## src/rtl/reduce_channel_arbiter.sv

```systemverilog
// reduce_channel_arbiter: round-robin share of one pipelined reduce datapath
// among NUM_REQ requesters, with tag routing of results and a drain handshake.
//
// Ports:
//   clk, rst        clock (rising edge), async active-low reset
//   req_valid/data  per-requester request and operand (i at [i*WIDTH +: WIDTH])
//   req_ready       one-hot grant; transfer on valid & ready
//   dp_in_valid/data  datapath drive (same cycle as the grant)
//   dp_result       datapath output, PIPE_LATENCY cycles after sampling
//   rsp_valid/data  one-cycle response pulse to the originating requester
//   drain_req/done  quiesce request / drained indication
//   busy            any operation in flight
//   grant_count     per-requester saturating grant counters
//                   (only when REDUCE_ARB_STATS_EN is defined)
module reduce_channel_arbiter #(
  parameter int WIDTH        = 16,
  parameter int NUM_REQ      = 4,
  parameter int PIPE_LATENCY = 1
) (
  input  logic                     clk,
  input  logic                     rst,
  input  logic [NUM_REQ-1:0]       req_valid,
  input  logic [NUM_REQ*WIDTH-1:0] req_data,
  output logic [NUM_REQ-1:0]       req_ready,
  output logic                     dp_in_valid,
  output logic [WIDTH-1:0]         dp_in_data,
  input  logic [WIDTH-1:0]         dp_result,
  output logic [NUM_REQ-1:0]       rsp_valid,
  output logic [WIDTH-1:0]         rsp_data,
  input  logic                     drain_req,
  output logic                     drain_done,
  output logic                     busy
`ifdef REDUCE_ARB_STATS_EN
  ,
  output logic [NUM_REQ*16-1:0]    grant_count
`endif
);

  localparam int IW = (NUM_REQ > 1) ? $clog2(NUM_REQ) : 1;

  typedef enum logic [1:0] {
    S_RUN,
    S_DRAIN,
    S_DONE
  } state_t;

  typedef struct packed {
    logic          v;
    logic [IW-1:0] idx;
  } tag_t;

  state_t        state;
  state_t        state_nxt;
  logic [IW-1:0] rr_ptr;
  logic          grant;
  logic [IW-1:0] win;
  logic [IW-1:0] cand;
  tag_t          tags [PIPE_LATENCY];
  tag_t          last;

  // Rotating priority search starting at rr_ptr.
  // Grants are also masked while reset is asserted.
  always_comb begin
    grant = 1'b0;
    win   = '0;
    cand  = '0;
    if (state == S_RUN && rst) begin
      for (int off = 0; off < NUM_REQ; off++) begin
        cand = IW'((int'(rr_ptr) + off) % NUM_REQ);
        if (!grant && req_valid[cand]) begin
          grant = 1'b1;
          win   = cand;
        end
      end
    end
  end

  always_comb begin
    req_ready   = '0;
    dp_in_valid = grant;
    dp_in_data  = '0;
    if (grant) begin
      req_ready  = NUM_REQ'(1) << win;
      dp_in_data = req_data[win*WIDTH +: WIDTH];
    end
  end

  always_ff @(posedge clk or negedge rst) begin
    if (!rst) begin
      rr_ptr <= '0;
    end else if (grant) begin
      if (win == IW'(NUM_REQ-1))
        rr_ptr <= '0;
      else
        rr_ptr <= win + 1'b1;
    end
  end

  // Tag pipeline mirrors the datapath latency; no stalls.
  always_ff @(posedge clk or negedge rst) begin
    if (!rst) begin
      for (int i = 0; i < PIPE_LATENCY; i++)
        tags[i] <= '0;
    end else begin
      tags[0] <= '{v: grant, idx: win};
      for (int i = 1; i < PIPE_LATENCY; i++)
        tags[i] <= tags[i-1];
    end
  end

  always_comb begin
    busy = 1'b0;
    for (int i = 0; i < PIPE_LATENCY; i++)
      busy = busy | tags[i].v;
  end

  assign last = tags[PIPE_LATENCY-1];

  always_comb begin
    rsp_valid = '0;
    rsp_data  = '0;
    if (last.v) begin
      rsp_valid = NUM_REQ'(1) << last.idx;
      rsp_data  = dp_result;
    end
  end

  always_ff @(posedge clk or negedge rst) begin
    if (!rst)
      state <= S_RUN;
    else
      state <= state_nxt;
  end

  always_comb begin
    state_nxt = state;
    unique case (state)
      S_RUN:   if (drain_req) state_nxt = S_DRAIN;
      S_DRAIN: if (!busy)     state_nxt = S_DONE;
      S_DONE:  if (!drain_req) state_nxt = S_RUN;
      default: state_nxt = S_RUN;
    endcase
  end

  assign drain_done = (state == S_DONE);

`ifdef REDUCE_ARB_STATS_EN
  logic [15:0] cnt [NUM_REQ];

  always_ff @(posedge clk or negedge rst) begin
    if (!rst) begin
      for (int i = 0; i < NUM_REQ; i++)
        cnt[i] <= '0;
    end else if (grant && cnt[win] != 16'hFFFF) begin
      cnt[win] <= cnt[win] + 16'd1;
    end
  end

  always_comb begin
    grant_count = '0;
    for (int i = 0; i < NUM_REQ; i++)
      grant_count[i*16 +: 16] = cnt[i];
  end
`endif

endmodule
```

## config.mk

```make
export PLATFORM = sky130hd
export DESIGN_NAME = reduce_channel_arbiter
export DESIGN_NICKNAME = d
export VERILOG_FILES = /design/src/rtl/reduce_channel_arbiter.sv
export SDC_FILE = /design/constraint.sdc
export NUM_CORES = 1
export LEC_CHECK = 0
export ABC_AREA = 1
export CAP_MARGIN = 10
export CORE_MARGIN = 5
export CORE_UTILIZATION = 35
export CTS_CLUSTER_DIAMETER = 80
export DETAILED_ROUTE_END_ITERATION = 6
export PLACE_DENSITY = 0.83
export SYNTH_ARGS = -nofsm -noshare
export SYNTH_HDL_FRONTEND = slang
export SYNTH_SLANG_ARGS = --single-unit
```

## constraint.sdc

```tcl
create_clock -name clk -period 3.8 [get_ports clk]
set_clock_uncertainty 0.15 [all_clocks]
set_input_delay 0.76 -clock clk [delete_from_list [all_inputs] [get_ports clk]]
set_output_delay 0.76 -clock clk [all_outputs]
set_load 0.01 [all_outputs]
```

==> key figures <==
Synthesis
  • Syn Inst Count: between 300 and 400
  • Synth Cell Area: about 1500 µm²
  • Top_reg_cell synth: dfrtp_1
  • Synth Register Bits: 7
  • Ys async rst share: 100%
  • Count of flip-flops with a built-in enable after synthesis: 0
  • Syn_area_per_cell: a little under 5 µm²
  • Distinct cells, synth: 21
  • Synth warnings: 0
  • Seq/Total Area, Yosys: a little under an eighth
  • Synth Net Count: between 400 and 500

Critical path
  • CP max FO: 19
  • Worst reg2reg startpoint: rr_ptr[0]
  • Worst R2R Path Depth: 14
  • CP cell instances: clkdlybuf4s50_1 > inv_1 > nand2_1 > nand2_1 > nand2_1 > nand2_1 > nand2_1 > nand2_1 > nand2_1 > nand2_2 > nand2_4 > buf_12 > nand2_1 > nand2_1 > nor2_1 > nor2_1 > dlygate4sd2_1
  • CP Capture Type: output port
  • Setup CP Type: input port to output port
  • Crit path top cell by count: nand2_1
  • Critical Path Source: req_valid[2]
  • Required time of the critical path: around 2.9 ns
  • Worst R2R End: rr_ptr[1]
  • Crit path depth: 17
  • Buf+Inv Stages, Crit Path: 4
  • Slowest-stage cell, CP: clkdlybuf4s50_1
  • Worst path max stage delay: 0.47 ns
  • Flop2flop setup slack: approximately 1.6 ns
  • Startpoint Class: input port
  • Crit path max-delay family: simple AND/OR/NAND/NOR gates
  • CP Data Arrival Time: between 2 and 3 ns

STA
  • Fmax: approximately 280 MHz
  • Setup TNS: 0 ns
  • WHS: 0.368 ns
  • Pins Over Slew Limit: 0
  • Worst-margin pin slew: roughly 0.57 ns
  • Setup violators final: 0
  • RSZ-0062 raised after global routing: false
  • Min cycle time layout: roughly 3.6 ns
  • Period utilization: between 90 and 100%
  • Rel. slew slack: between 60% and 70%
  • Worst setup margin: approximately 0.18 ns
  • Hold Violations, Final: 0

Clock network
  • CTS max path bufs: 2
  • Skew-Pair Late Insertion Delay: 0.23 ns
  • CTS tree: done
  • H-tree depth: 1
  • CTS clk-pin slew, worst paths: 0.04 ns
  • CTS root buf: clkbuf_8
  • Clock sinks: 7
  • TritonCTS Buffers: 3

Detailed routing
  • TritonRoute pass-1 iters: 4
  • Post-route ant nets: 0
  • Post-route DRC: 0
  • Via count: around 2200
  • Mean routed wirelength per cell: between 10 and 15 µm
  • Drt total wl: ~5700 µm
  • Vias/cell: 4.44
  • DR iter-0 viols: 71

Floorplan
  • Die Area: a little under 6000 µm²
  • Die W: around 76 µm
  • Die Y: 76.1 µm
  • Core Box Area: roughly 4300 µm²
  • Boundary Pins: 130
  • Row count: 24
  • Initial Util: 35.6%

Min path
  • Hold_sp: state[1]
  • Hold path endpoint: state[1]
  • Hold Path Depth: 1
  • HP Class: register to register

Layout
  • Filler cell count: 378
  • Share of layout cells above drive strength 1: 8.72%
  • Final net count: ~540
  • Core Util, Final: between 60% and 70%
  • Syn-to-layout area delta: 94.8%
  • Ant diodes: 0
  • Commonest non-fill, non-tap cell in the layout: nand2_1
  • Leading cell types in the layout, fill and taps excluded: nand2_1, clkdlybuf4s50_1, nor2_1, inv_1, nand3_1

Power and ir drop
  • PD cells: ~550 nW/µm²
  • Leakage: 1.67 nW
  • Clock share of power: 6.3%
  • NetSw: 0.000840 W
  • Power Internal: around 0.00080 W
  • Worst VDD drop: 0.231 mV
  • Switching Share: about half
  • Comb pwr share: between 80 and 90%
  • Seq pwr share: around a tenth
  • Total chip power: about 0.0016 W

Placement
  • Post-DP HPWL: between 4000 and 5000 µm
  • Worst slack, placed: -0.136 ns
  • IO Port Bufs: approximately 130
  • GPL Wtd Cong: about 0.87

Global routing
  • Total track usage: roughly a fifth
  • Largest net degree at the start of global routing: 21
  • Global-route wire length before repair: 9550 µm
  • Vias in the first global route: 2157
  • Overflow after GRT: 0
  • Initial antenna violation count: 0

Run
  • Max-cap violations: 0

Status
  • Status: complete, no violations
[through the flow]
stage / cell area (µm²) / instances
floorplan: 1530 / 312
detailed placement: 2950 / 495
finish: 2980 / 499
CTS: 2980 / 499
global route: 2980 / 499
global placement: 2950 / 495
[flip-flops by register name, summed over array words and instances, names as in the netlist]
| signal | count |
|---|---|
| last | 2 |
| rr_ptr | 2 |
| state | 2 |
| busy | 1 |
[power groups by stage]
stage                     Combinational [W]  Clock, W  Sequential, W
after floorplan                    0.000855         0       0.000128
after global placement              0.00138         0       0.000163
after detailed placement            0.00141         0       0.000165
final                               0.00137  0.000104       0.000165
after global routing                0.00153  0.000109       0.000173
after CTS                           0.00138  0.000106       0.000165
[cell usage after synthesis (2+ instances only)]
master | n | area share [%]
ha_1 | 4 | 3.3
inv_2 | 4 | 0.98
dfrtp_1 | 7 | 11
nand3_1 | 41 | 13
nor3_1 | 4 | 1.3
inv_4 | 2 | 0.82
nor2_1 | 55 | 13
nand2_1 | 118 | 29
clkbuf_1 | 2 | 0.49
o21ai_0 | 2 | 0.65
inv_1 | 49 | 12
buf_2 | 5 | 1.6
nand2_4 | 3 | 2.2
o31ai_1 | 2 | 0.98
nand2_2 | 3 | 1.2
buf_6 | 6 | 4.4
[how the worst max path moves through the flow]
stage | endpoint | slack, ns
2_1_floorplan | req_ready[2] | 0.85
3_3_place_gp | dp_in_data[7] | -0.12
3_5_place_dp | dp_in_data[7] | -0.14
4_1_cts | dp_in_data[7] | 0.13
5_1_grt | dp_in_data[6] | 0.002
6_report | dp_in_data[8] | 0.18
[cell type report]
| cell class | count | area [µm²] | area share, % |
|---|---|---|---|
| clock buffers | 4 | 45.0 | 1.51 |
| inverters | 55 | 214 | 7.18 |
| multi-input cells | 236 | 1050 | 35.1 |
| flip-flops and latches | 7 | 175 | 5.87 |
| well taps | 52 | 65.1 | 2.18 |
| repair buffers | 145 | 1440 | 48.2 |
[metal layers]
metal  vias to the layer above  part of all wire (%)  wire, µm  track usage (%)
met5                         -                     0         0                0
met1                       943                    38      2180             20.2
li1                       1198                     -         -                -
met2                        68                    55      3120             37.7
met3                         8                   6.1       346             4.14
met4                         0                  0.77        44             3.15
[logic make-up (layout without fill, tap and decap cells)]
logic type / after synthesis / count (layout) / synth area share (%)
AOI/OAI and AO/OA: 5 / 5 / 1.96
adders and majority gates: 4 / 4 / 3.27
buffers and inverters: 69 / 204 / 20.8
DFF: 7 / 7 / 11.4
and+or+nand+nor: 227 / 227 / 62.5
[timing repair]
item / in CTS / in global routing
gates resized for setup: 22 / 13
setup buffers: 0 / 0
setup endpoints to repair: 20 / 13
pin swaps: 0 / 1
hold buffers: 0 / 0
No activity file was read; power rests on OpenSTA's default activity.
